==> src/rtl/regfile_write_arbiter.sv <==
// regfile_write_arbiter
//   Shares the single register-file write port between the in-order writeback
//   stage (priority, no backpressure except wb_stall) and the long-latency load
//   unit, whose results are buffered in a small FIFO. Writeback writes that hit
//   a queued load's destination kill that entry (write-after-write ordering).
//   If the FIFO head goes un-popped for STARVE_MAX cycles, writeback is held
//   off for one cycle so the head can drain.
//
// Optional feature macro: RF_ARB_STATS_EN (adds stall_cnt / kill_cnt outputs).
//
// Ports:
//   clk              in   clock, rising edge
//   rstf             in   asynchronous active-low reset
//   wb_we/rd/data    in   writeback write request, destination, data
//   wb_stall         out  registered; writeback request not accepted this cycle
//   lu_valid/rd/data in   load result handshake, destination, data
//   lu_ready         out  FIFO can accept (not full, from registered count)
//   rf_we/rd/wdata   out  registered register-file write port
//   pending_rd_mask  out  one bit per register with a live (non-killed) entry
//   stall_cnt        out  (RF_ARB_STATS_EN) cycles with wb_stall=1
//   kill_cnt         out  (RF_ARB_STATS_EN) FIFO entries killed
module regfile_write_arbiter #(
   parameter int DEPTH      = 2,
   parameter int STARVE_MAX = 4
) (
   input  logic        clk,
   input  logic        rstf,
   input  logic        wb_we,
   input  logic [4:0]  wb_rd,
   input  logic [31:0] wb_data,
   output logic        wb_stall,
   input  logic        lu_valid,
   output logic        lu_ready,
   input  logic [4:0]  lu_rd,
   input  logic [31:0] lu_data,
   output logic        rf_we,
   output logic [4:0]  rf_rd,
   output logic [31:0] rf_wdata,
   output logic [31:0] pending_rd_mask
`ifdef RF_ARB_STATS_EN
   ,
   output logic [31:0] stall_cnt,
   output logic [31:0] kill_cnt
`endif
);

   localparam int AW = (DEPTH > 1) ? $clog2(DEPTH) : 1;
   localparam int CW = AW + 1;
   localparam int SW = $clog2(STARVE_MAX + 1);
   localparam logic [CW-1:0] FULL_CNT   = CW'(DEPTH);
   localparam logic [SW-1:0] STARVE_LIM = SW'(STARVE_MAX);

   typedef enum logic [1:0] {
      IDLE  = 2'd0,
      DRAIN = 2'd1,
      FORCE = 2'd2
   } state_t;

   // FIFO storage and bookkeeping
   logic [4:0]       rd_mem   [DEPTH];
   logic [31:0]      data_mem [DEPTH];
   logic [DEPTH-1:0] valid_q, valid_d;
   logic [DEPTH-1:0] killed_q, killed_d;
   logic [DEPTH-1:0] kill_hit;
   logic [AW-1:0]    wr_ptr_q, rd_ptr_q;
   logic [CW-1:0]    cnt_q, cnt_d;

   // Control state
   state_t           state_q;
   logic [SW-1:0]    starve_q;
   logic [SW-1:0]    starve_inc;
   logic             wb_stall_q;

   // Registered write port
   logic             rf_we_q;
   logic [4:0]       rf_rd_q;
   logic [31:0]      rf_wdata_q;

   logic             full, empty;
   logic             wb_grant, pop, push, head_live;
   logic [31:0]      entry_mask [DEPTH];
   logic [31:0]      mask_c;

   assign full       = (cnt_q == FULL_CNT);
   assign empty      = (cnt_q == '0);
   assign lu_ready   = !full;
   assign wb_stall   = wb_stall_q;
   assign rf_we      = rf_we_q;
   assign rf_rd      = rf_rd_q;
   assign rf_wdata   = rf_wdata_q;
   assign starve_inc = starve_q + SW'(1);

   // x0 writes are dropped here so they never reach rf_we.
   assign wb_grant  = wb_we && (wb_rd != 5'd0) && !wb_stall_q;
   assign pop       = !wb_grant && !empty;
   assign head_live = !killed_q[rd_ptr_q];

   // Accepted loads to x0, or to the register writeback is writing this very
   // cycle, are dropped: the load is older, so its value is already dead.
   assign push = lu_valid && !full && (lu_rd != 5'd0) &&
                 !(wb_grant && (lu_rd == wb_rd));

   assign cnt_d = cnt_q + CW'(push) - CW'(pop);

   genvar gi;
   generate
      for (gi = 0; gi < DEPTH; gi++) begin : g_entry
         assign kill_hit[gi] = wb_grant && valid_q[gi] && !killed_q[gi] &&
                               (rd_mem[gi] == wb_rd);
         assign entry_mask[gi] = (valid_q[gi] && !killed_q[gi]) ?
                                 (32'd1 << rd_mem[gi]) : 32'd0;
      end
   endgenerate

   always_comb begin
      mask_c = 32'd0;
      for (int i = 0; i < DEPTH; i++) begin
         mask_c = mask_c | entry_mask[i];
      end
   end
   assign pending_rd_mask = mask_c & ~32'd1;

   // Push and pop never target the same slot: a pop needs a non-empty FIFO
   // and a push needs a non-full one, so the pointers differ whenever both fire.
   always_comb begin
      valid_d  = valid_q;
      killed_d = killed_q | kill_hit;
      if (pop) begin
         valid_d[rd_ptr_q]  = 1'b0;
         killed_d[rd_ptr_q] = 1'b0;
      end
      if (push) begin
         valid_d[wr_ptr_q]  = 1'b1;
         killed_d[wr_ptr_q] = 1'b0;
      end
   end

   always_ff @(posedge clk) begin
      if (push) begin
         rd_mem[wr_ptr_q]   <= lu_rd;
         data_mem[wr_ptr_q] <= lu_data;
      end
   end

   always_ff @(posedge clk or negedge rstf) begin
      if (!rstf) begin
         valid_q  <= '0;
         killed_q <= '0;
         wr_ptr_q <= '0;
         rd_ptr_q <= '0;
         cnt_q    <= '0;
      end else begin
         valid_q  <= valid_d;
         killed_q <= killed_d;
         cnt_q    <= cnt_d;
         if (push) wr_ptr_q <= wr_ptr_q + AW'(1);
         if (pop)  rd_ptr_q <= rd_ptr_q + AW'(1);
      end
   end

   // Write port: writeback wins; a killed head is consumed silently.
   always_ff @(posedge clk or negedge rstf) begin
      if (!rstf) begin
         rf_we_q    <= 1'b0;
         rf_rd_q    <= 5'd0;
         rf_wdata_q <= 32'd0;
      end else if (wb_grant) begin
         rf_we_q    <= 1'b1;
         rf_rd_q    <= wb_rd;
         rf_wdata_q <= wb_data;
      end else if (pop && head_live) begin
         rf_we_q    <= 1'b1;
         rf_rd_q    <= rd_mem[rd_ptr_q];
         rf_wdata_q <= data_mem[rd_ptr_q];
      end else begin
         rf_we_q    <= 1'b0;
         rf_rd_q    <= 5'd0;
         rf_wdata_q <= 32'd0;
      end
   end

   // Starvation FSM. The counter only advances while a head sits in the FIFO
   // un-popped; FORCE stalls writeback for one cycle so the head wins.
   always_ff @(posedge clk or negedge rstf) begin
      if (!rstf) begin
         state_q    <= IDLE;
         starve_q   <= '0;
         wb_stall_q <= 1'b0;
      end else begin
         case (state_q)
            IDLE: begin
               starve_q   <= '0;
               wb_stall_q <= 1'b0;
               if (cnt_d != '0) state_q <= DRAIN;
            end
            DRAIN: begin
               if (cnt_d == '0) begin
                  state_q    <= IDLE;
                  starve_q   <= '0;
                  wb_stall_q <= 1'b0;
               end else if (pop) begin
                  starve_q <= '0;
               end else begin
                  starve_q <= starve_inc;
                  if (starve_inc == STARVE_LIM) begin
                     state_q    <= FORCE;
                     wb_stall_q <= 1'b1;
                  end
               end
            end
            FORCE: begin
               starve_q   <= '0;
               wb_stall_q <= 1'b0;
               state_q    <= (cnt_d != '0) ? DRAIN : IDLE;
            end
            default: begin
               state_q    <= IDLE;
               starve_q   <= '0;
               wb_stall_q <= 1'b0;
            end
         endcase
      end
   end

`ifdef RF_ARB_STATS_EN
   logic [31:0] stall_cnt_q, kill_cnt_q;
   logic [31:0] kill_num;

   always_comb begin
      kill_num = 32'd0;
      for (int i = 0; i < DEPTH; i++) begin
         kill_num = kill_num + 32'(kill_hit[i]);
      end
   end

   always_ff @(posedge clk or negedge rstf) begin
      if (!rstf) begin
         stall_cnt_q <= 32'd0;
         kill_cnt_q  <= 32'd0;
      end else begin
         if (wb_stall_q) stall_cnt_q <= stall_cnt_q + 32'd1;
         kill_cnt_q <= kill_cnt_q + kill_num;
      end
   end

   assign stall_cnt = stall_cnt_q;
   assign kill_cnt  = kill_cnt_q;
`endif

endmodule

==> config.mk <==
export PLATFORM = sky130hd
export DESIGN_NAME = regfile_write_arbiter
export DESIGN_NICKNAME = d
export VERILOG_FILES = /design/src/rtl/regfile_write_arbiter.sv
export SDC_FILE = /design/constraint.sdc
export NUM_CORES = 1
export LEC_CHECK = 0
export CAP_MARGIN = 0
export CORE_UTILIZATION = 40
export DETAILED_ROUTE_END_ITERATION = 12
export PLACE_DENSITY = 0.72
export SLEW_MARGIN = 20
export SYNTH_ARGS = -nofsm -noshare
export SYNTH_HDL_FRONTEND = slang
export SYNTH_SLANG_ARGS = --single-unit
==> constraint.sdc <==
create_clock -name clk -period 4.1 [get_ports clk]
set_input_delay 0.82 -clock clk [delete_from_list [all_inputs] [get_ports clk]]
set_output_delay 0.82 -clock clk [all_outputs]
set_load 0.02 [all_outputs]
==> results of run 1 <==
cell usage in the layout, fill, tap and decap left out, drive strengths merged, types with 2 or more instances in the layout:
| cell type | instances |
|---|---|
| nor3 | 3 |
| xor2 | 12 |
| clkdlybuf4s50 | 147 |
| and3 | 2 |
| nand2b | 4 |
| inv | 4 |
| mux2i | 38 |
| xnor2 | 5 |
| clkbuf | 18 |
| o21a | 2 |
| edfxtp | 74 |
| nand3 | 2 |
| clkinvlp | 4 |
| buf | 14 |
| nand3b | 6 |
| nor2 | 11 |
| a41oi | 2 |
| o21ai | 37 |
| nand2 | 49 |
| nor4 | 2 |
| ha | 4 |
| bufinv | 2 |
| a21o | 2 |
| or4 | 2 |
| nand4b | 2 |
| dfrtp | 52 |
| or3 | 5 |
| o22ai | 31 |
| clkinv | 8 |
| or3b | 4 |
| nor3b | 2 |
registers in the layout (all words and copies together), names as in the netlist:
signal and cells:
data_mem 64, rf_wdata 32, rd_mem 10, rf_rd 5, starve_q 3, cnt_q 2, killed_q 2, state_q 2
valid_q 2, rd_ptr_q 1, rf_we 1, wb_stall 1, wr_ptr_q 1
path summary, 6_finish.rpt:
kind | end | slack (ps) | cells after the start
setup / recovery | starve_q[2] | 550 | 13
hold / removal | rf_wdata[18] | 410 | 1
setup reg to reg | starve_q[2] | 1270 | 12
hold reg to reg | state_q[0] | 450 | 1
max in group asynchronous | rd_ptr_q | 2860 | 2
min in group clk | state_q[0] | 450 | 1
layout make-up:
class,instances,area share
clock inverter,14,0.01902
tap,172,0.02845
inverter,4,0.002151
multi-input combinational,237,0.2182
timing repair buffer,161,0.2081
sequential,126,0.4660
clock buffer,18,0.05806
kinds of logic (layout without fill, tap and decap cells):
logic type      after synthesis  count (layout)
other cells                   1               1
compound gates               78              78
buf+inv                      29             197
flops                       126             126
mux                          38              38
xor+xnor                     18              18
fa+ha+maj                     4               4
simple gates                 98              98
where the power goes:
group	total (mW)	internal, mW	switching [mW]
registers	1.90	1.70	0.202
logic	1.40	0.648	0.750
clock network	1.44	0.907	0.537
total	4.74	3.25	1.49
worst max-delay path: cells and delay by family:
| kind | cells | cell delay [ps] |
|---|---|---|
| simple gates | 6 | 1620 |
| buf+inv | 3 | 540 |
| xor+xnor | 1 | 230 |
| compound gates | 1 | 220 |
| fa+ha+maj | 2 | 440 |
through the flow:
step | power (mW) | cell area (sq um) | util | hold WS [ps] | std cells
floorplan | 2.745 | 5298 | - | 411.0 | 392
global placement | 3.299 | 6980 | 0.5465 | 425.3 | 700
detailed placement | 3.338 | 6980 | 0.5465 | 445.2 | 700
CTS | 4.799 | 7564 | 0.5921 | 422.1 | 732
global route | 4.997 | 7564 | 0.5921 | 431.4 | 732
finish | 4.740 | 7564 | 0.5921 | 410.2 | 732
routing by layer:
metal / share of wire / up-vias
met3: 0.065 / 14
met4: 0.012 / 0
li1: - / 1761
met1: 0.41 / 1772
met2: 0.51 / 145
met5: 0 / -
==> impl_metrics.env, run 1 <==
export IMPL_grt_pass1_wl_mm=18.26
export IMPL_ys_top_cells_by_count="74 x edfxtp_1, 52 x dfrtp_1, 48 x nand2_1, 38 x mux2i_1, 31 x o22ai_1"
export IMPL_setup_viol=0
export IMPL_gp_congestion=0.8546
export IMPL_synth_most_common_cell="edfxtp_1"
export IMPL_n_antenna_cell=0
export IMPL_synth_top_area_frac=0.4195
export IMPL_grt_use_total=0.1844
export IMPL_cp_max_fo=5
export IMPL_root_buffer="clkbuf_16"
export IMPL_core_sq_um=12770
export IMPL_clk_latency_ps=410
export IMPL_crit_required_ps=4440
export IMPL_startpoint="wb_rd[2]"
export IMPL_use_met3=0.06025
export IMPL_relSlewSlack=0.4694
export IMPL_synth_compound_gate_area_share=0.09991
export IMPL_gr_total_overflow=0
export IMPL_dr_first_iter_drc_count=234
export IMPL_grt_busiest_layer="met2"
export IMPL_fp_row_count=41
export IMPL_cts_setup_buffers=0
export IMPL_grt_pass1_vias=3744
export IMPL_yosys_area_share_simple=0.09471
export IMPL_crit_chain="clkdlybuf4s50_1 > or4_1 > o21a_1 > and4_1 > nor2_1 > inv_1 > ha_1 > inv_1 > ha_1 > xor3_1 > nor2_1 > nor3b_1 > and3_1"
export IMPL_setup_slack_ps=551.3
export IMPL_yosys_warnings=0
export IMPL_register_area_sq_um=3525
export IMPL_hold_violations=0
export IMPL_cts_resized_gates=0
export IMPL_syn_mean_instance_area_sq_um=13.51
export IMPL_syn_area_sq_um=5298
export IMPL_ys_seq_area_frac=0.6651
export IMPL_min_period_ps=3549
export IMPL_fill_cells=997
export IMPL_vias=3692
export IMPL_end_kind="flip-flop"
export IMPL_antenna_left=0
export IMPL_slew_viol_final=0
export IMPL_outcome="complete, no violations"
export IMPL_synthCells=392
export IMPL_r2r_start="wb_stall"
export IMPL_wirelength_mm=11.77
export IMPL_multi_input_area_sq_um=1650
export IMPL_cts_hold_buf=0
export IMPL_cts_tree="yes"
export IMPL_cts_made_buffers=17
export IMPL_min_period_over_period=0.8655
export IMPL_first_pass_iters=4
export IMPL_use_met1=0.2033
export IMPL_p_leak_nw=2.892
export IMPL_met2_usage=0.3278
export IMPL_clkSinkCount=126
export IMPL_synthAdderAreaFrac=0.009447
export IMPL_syn2layout_area_growth_pct=42.77
export IMPL_synth_area_mux_share=0.07180
export IMPL_path_clk_slew_ps=50
export IMPL_hold_class="in -> async"
export IMPL_ys_types=43
export IMPL_grt_antenna_before_repair=0
export IMPL_async_flop_share=0.4127
export IMPL_drv_cap=0
export IMPL_slowest_delay_ps=550
export IMPL_syn_nets=474
export IMPL_timing_fmax_mhz=281.8
export IMPL_synth_ff_type="edfxtp_1"
export IMPL_arrival_ps=3890
export IMPL_die_y_um=117.1
export IMPL_critPathSlowestCell="or4_1"
export IMPL_ys_seq_elements=126
export IMPL_layout_drive_gt1_share=0.1339
export IMPL_ir_drop_mv=0.3834
export IMPL_synth_edf_count=74
export IMPL_tns_ps=0
export IMPL_route_detailed_drc=0
export IMPL_ios=150
export IMPL_viasPerCell=5.044
export IMPL_place_ws_ps=137.0
export IMPL_synthXorXnorAreaFrac=0.03259
export IMPL_grt_max_degree=39
export IMPL_synth_top_family_by_area="compound AO/OA/AOI/OAI gates"
export IMPL_tightestPinTransition_ps=796.0
export IMPL_die_area_sq_um=13710
export IMPL_powerDensity_nw_per_um2=626.7
export IMPL_rsz0062_at_grt="no"
export IMPL_dieWidth_um=117.1
export IMPL_portBuffers=148
export IMPL_dpl_hpwl_mm=8.253
export IMPL_clockBufferDepth=2
export IMPL_htreeDepth=4
export IMPL_detail_route_wl_per_cell_um=16.08
export IMPL_synth_area_top_cells="edfxtp_1 42%, dfrtp_1 25%, mux2i_1 7.2%"
export IMPL_start_util=0.4147
export IMPL_path_class="in -> reg"
export IMPL_fin_nets=629
export IMPL_cp_start_kind="primary input"
export IMPL_yosysTopAreaCell="edfxtp_1"
export IMPL_skew_ps=7.014
(Power assumes the default switching activity.)
==> run 2, diff against run 1 <==
--- a/config.mk
+++ b/config.mk
@@ -8,6 +8,7 @@
 export CAP_MARGIN = 0
 export CORE_UTILIZATION = 40
 export DETAILED_ROUTE_END_ITERATION = 12
+export GPL_ROUTABILITY_DRIVEN = 0
 export PLACE_DENSITY = 0.72
 export SLEW_MARGIN = 20
 export SYNTH_ARGS = -nofsm -noshare
==> results of run 2 <==
No change in the layout: final DEF, timing and power equal those of run 1.
==> run 3, diff against run 2 <==
--- a/config.mk
+++ b/config.mk
@@ -9,6 +9,7 @@
 export CORE_UTILIZATION = 40
 export DETAILED_ROUTE_END_ITERATION = 12
 export GPL_ROUTABILITY_DRIVEN = 0
+export GPL_TIMING_DRIVEN = 0
 export PLACE_DENSITY = 0.72
 export SLEW_MARGIN = 20
 export SYNTH_ARGS = -nofsm -noshare
==> impl_metrics.env, run 3 (synthesis gave the netlist of run 1 again) <==
export IMPL_final_cell_mix="146 x clkdlybuf4s50_1, 74 x edfxtp_1, 52 x dfrtp_1, 48 x nand2_1, 38 x mux2i_1"
export IMPL_tightestPinTransition_ps=847.2
export IMPL_min_period_ps=3831
export IMPL_ios=150
export IMPL_postLayoutCoreUtil=0.5996
export IMPL_outcome="complete, no violations"
export IMPL_dp_cells=716
export IMPL_combPwrFrac=0.327
export IMPL_clk_latency_ps=410
export IMPL_clockBufferDepth=2
export IMPL_root_buffer="clkbuf_16"
export IMPL_hold_class="reg -> reg"
export IMPL_hold_violations=0
export IMPL_route_detailed_drc=0
export IMPL_antenna_left=0
export IMPL_rsz0062_at_grt="no"
export IMPL_clkSinkCount=126
export IMPL_htreeDepth=4
export IMPL_grt_pass1_wl_mm=18.76
export IMPL_start_util=0.4147
export IMPL_grt_use_total=0.1863
export IMPL_min_period_over_period=0.9343
export IMPL_timing_fmax_mhz=261.1
export IMPL_fin_area_sq_um=7659
export IMPL_powerDensity_nw_per_um2=629.1
export IMPL_fp_row_count=41
export IMPL_viasPerCell=4.972
export IMPL_slew_viol_final=0
export IMPL_fin_cells=747
export IMPL_setup_viol=0
export IMPL_skew_ps=8.927
export IMPL_detail_route_wl_per_cell_um=15.81
export IMPL_relSlewSlack=0.4352
export IMPL_register_area_sq_um=3523
export IMPL_grt_antenna_before_repair=0
export IMPL_end_kind="flip-flop"
export IMPL_cts_hold_buf=0
export IMPL_net_switching_power_mw=1.479
export IMPL_cts_tree="yes"
export IMPL_cp_max_fo=11
export IMPL_dieWidth_um=117.1
export IMPL_power_frac_clock=0.299
export IMPL_largest_reg_flops=64
export IMPL_crit_required_ps=4440
export IMPL_grt_max_degree=53
export IMPL_layout_drive_gt1_share=0.1165
export IMPL_fill_cells=1024
export IMPL_gr_total_overflow=0
export IMPL_p_int_mw=3.339
export IMPL_setup_slack_ps=269.4
export IMPL_die_y_um=117.1
export IMPL_grt_pass1_vias=3737
export IMPL_dr_first_iter_drc_count=141
export IMPL_final_common_cell="clkdlybuf4s50_1"
export IMPL_syn2layout_area_growth_pct=44.57
export IMPL_whs_ps=443.6
export IMPL_first_pass_iters=4
export IMPL_placedInstanceArea_sq_um=7082
export IMPL_arrival_ps=4170
export IMPL_wirelength_mm=11.81
export IMPL_multi_input_area_sq_um=1655
export IMPL_cp_start_kind="primary input"
export IMPL_dpl_hpwl_mm=8.576
export IMPL_path_clk_slew_ps=50
export IMPL_place_ws_ps=-380.5
export IMPL_path_class="in -> reg"
export IMPL_drv_cap=0
export IMPL_portBuffers=147
export IMPL_largest_register="data_mem"
export IMPL_fin_nets=644
export IMPL_cts_made_buffers=17
export IMPL_switching_share=0.3069
export IMPL_seqPwrFrac=0.374
export IMPL_core_sq_um=12770
export IMPL_die_area_sq_um=13710
export IMPL_ir_drop_mv=0.3153
export IMPL_vias=3714
export IMPL_n_antenna_cell=0
export IMPL_p_leak_nw=2.919
[run 3: changes by cell type in the layout (fill, tap and decap cells not counted), sizes merged]
cell,change
clkinvlp,-2
clkdlybuf4s50,-1
clkinv,-4
buf,-2
inv,-1
clkbuf,+25
[run 3: critical path, stage by stage]
cell,delay [ps]
clkdlybuf4s50_1,570
or4_1,590
o21a_1,380
and4_1,310
nor2_1,200
inv_1,70
ha_1,270
inv_1,40
ha_1,170
xor3_1,220
nor2_1,70
nor3b_2,270
and3_1,200
[run 3: area by class of cell]
class                   instances  area share
clock buffers                  25     0.06339
well taps                     172     0.02810
plain buffers                  24     0.01519
flip-flops and latches        126      0.4601
clock inverters                 7     0.01176
multi-input cells             237      0.2161
repair buffers                152      0.2032
inverters                       4    0.002124
[run 3: power groups by stage]
stage / clock (mW) / combinational, mW / sequential, mW
floorplan: 0 / 0.796 / 1.95
global placement: 0 / 1.49 / 1.83
detailed placement: 0 / 1.59 / 1.83
CTS: 1.47 / 1.60 / 1.80
global route: 1.53 / 1.72 / 1.83
finish: 1.44 / 1.58 / 1.80
[run 3: timing repair]
action	4_1_cts	5_1_grt
hold endpoints to repair	0	0
gates resized for setup	1	0
buffers inserted	0	0
endpoints found under the setup margin	3	4
[run 3: stage by stage]
step	setup TNS (ps)	power, mW
final	0	4.818
after global routing	0	5.087
after CTS	0	4.880
after detailed placement	-1812	3.414
after global placement	-126010	3.318
after floorplan	0	2.745
[run 3: final timing paths]
kind,start,to,slack (ps),depth (start not counted)
max,wb_rd[2],starve_q[2],270,13
max in group asynchronous,rstf,rf_wdata[23],3180,1
min in group asynchronous,rstf,rf_wdata[28],450,1
min reg2reg,state_q[0],state_q[0],440,1
max reg2reg,wb_stall,starve_q[1],930,12
min,state_q[0],state_q[0],440,1
[run 3: routing by layer]
| layer | share of wire | up-vias | track usage |
|---|---|---|---|
| met5 | 0 | - | 0 |
| met4 | 0.0080 | 0 | 0.05063 |
| met3 | 0.065 | 14 | 0.06334 |
| met2 | 0.51 | 140 | 0.3325 |
| met1 | 0.41 | 1772 | 0.2132 |
| li1 | - | 1788 | - |
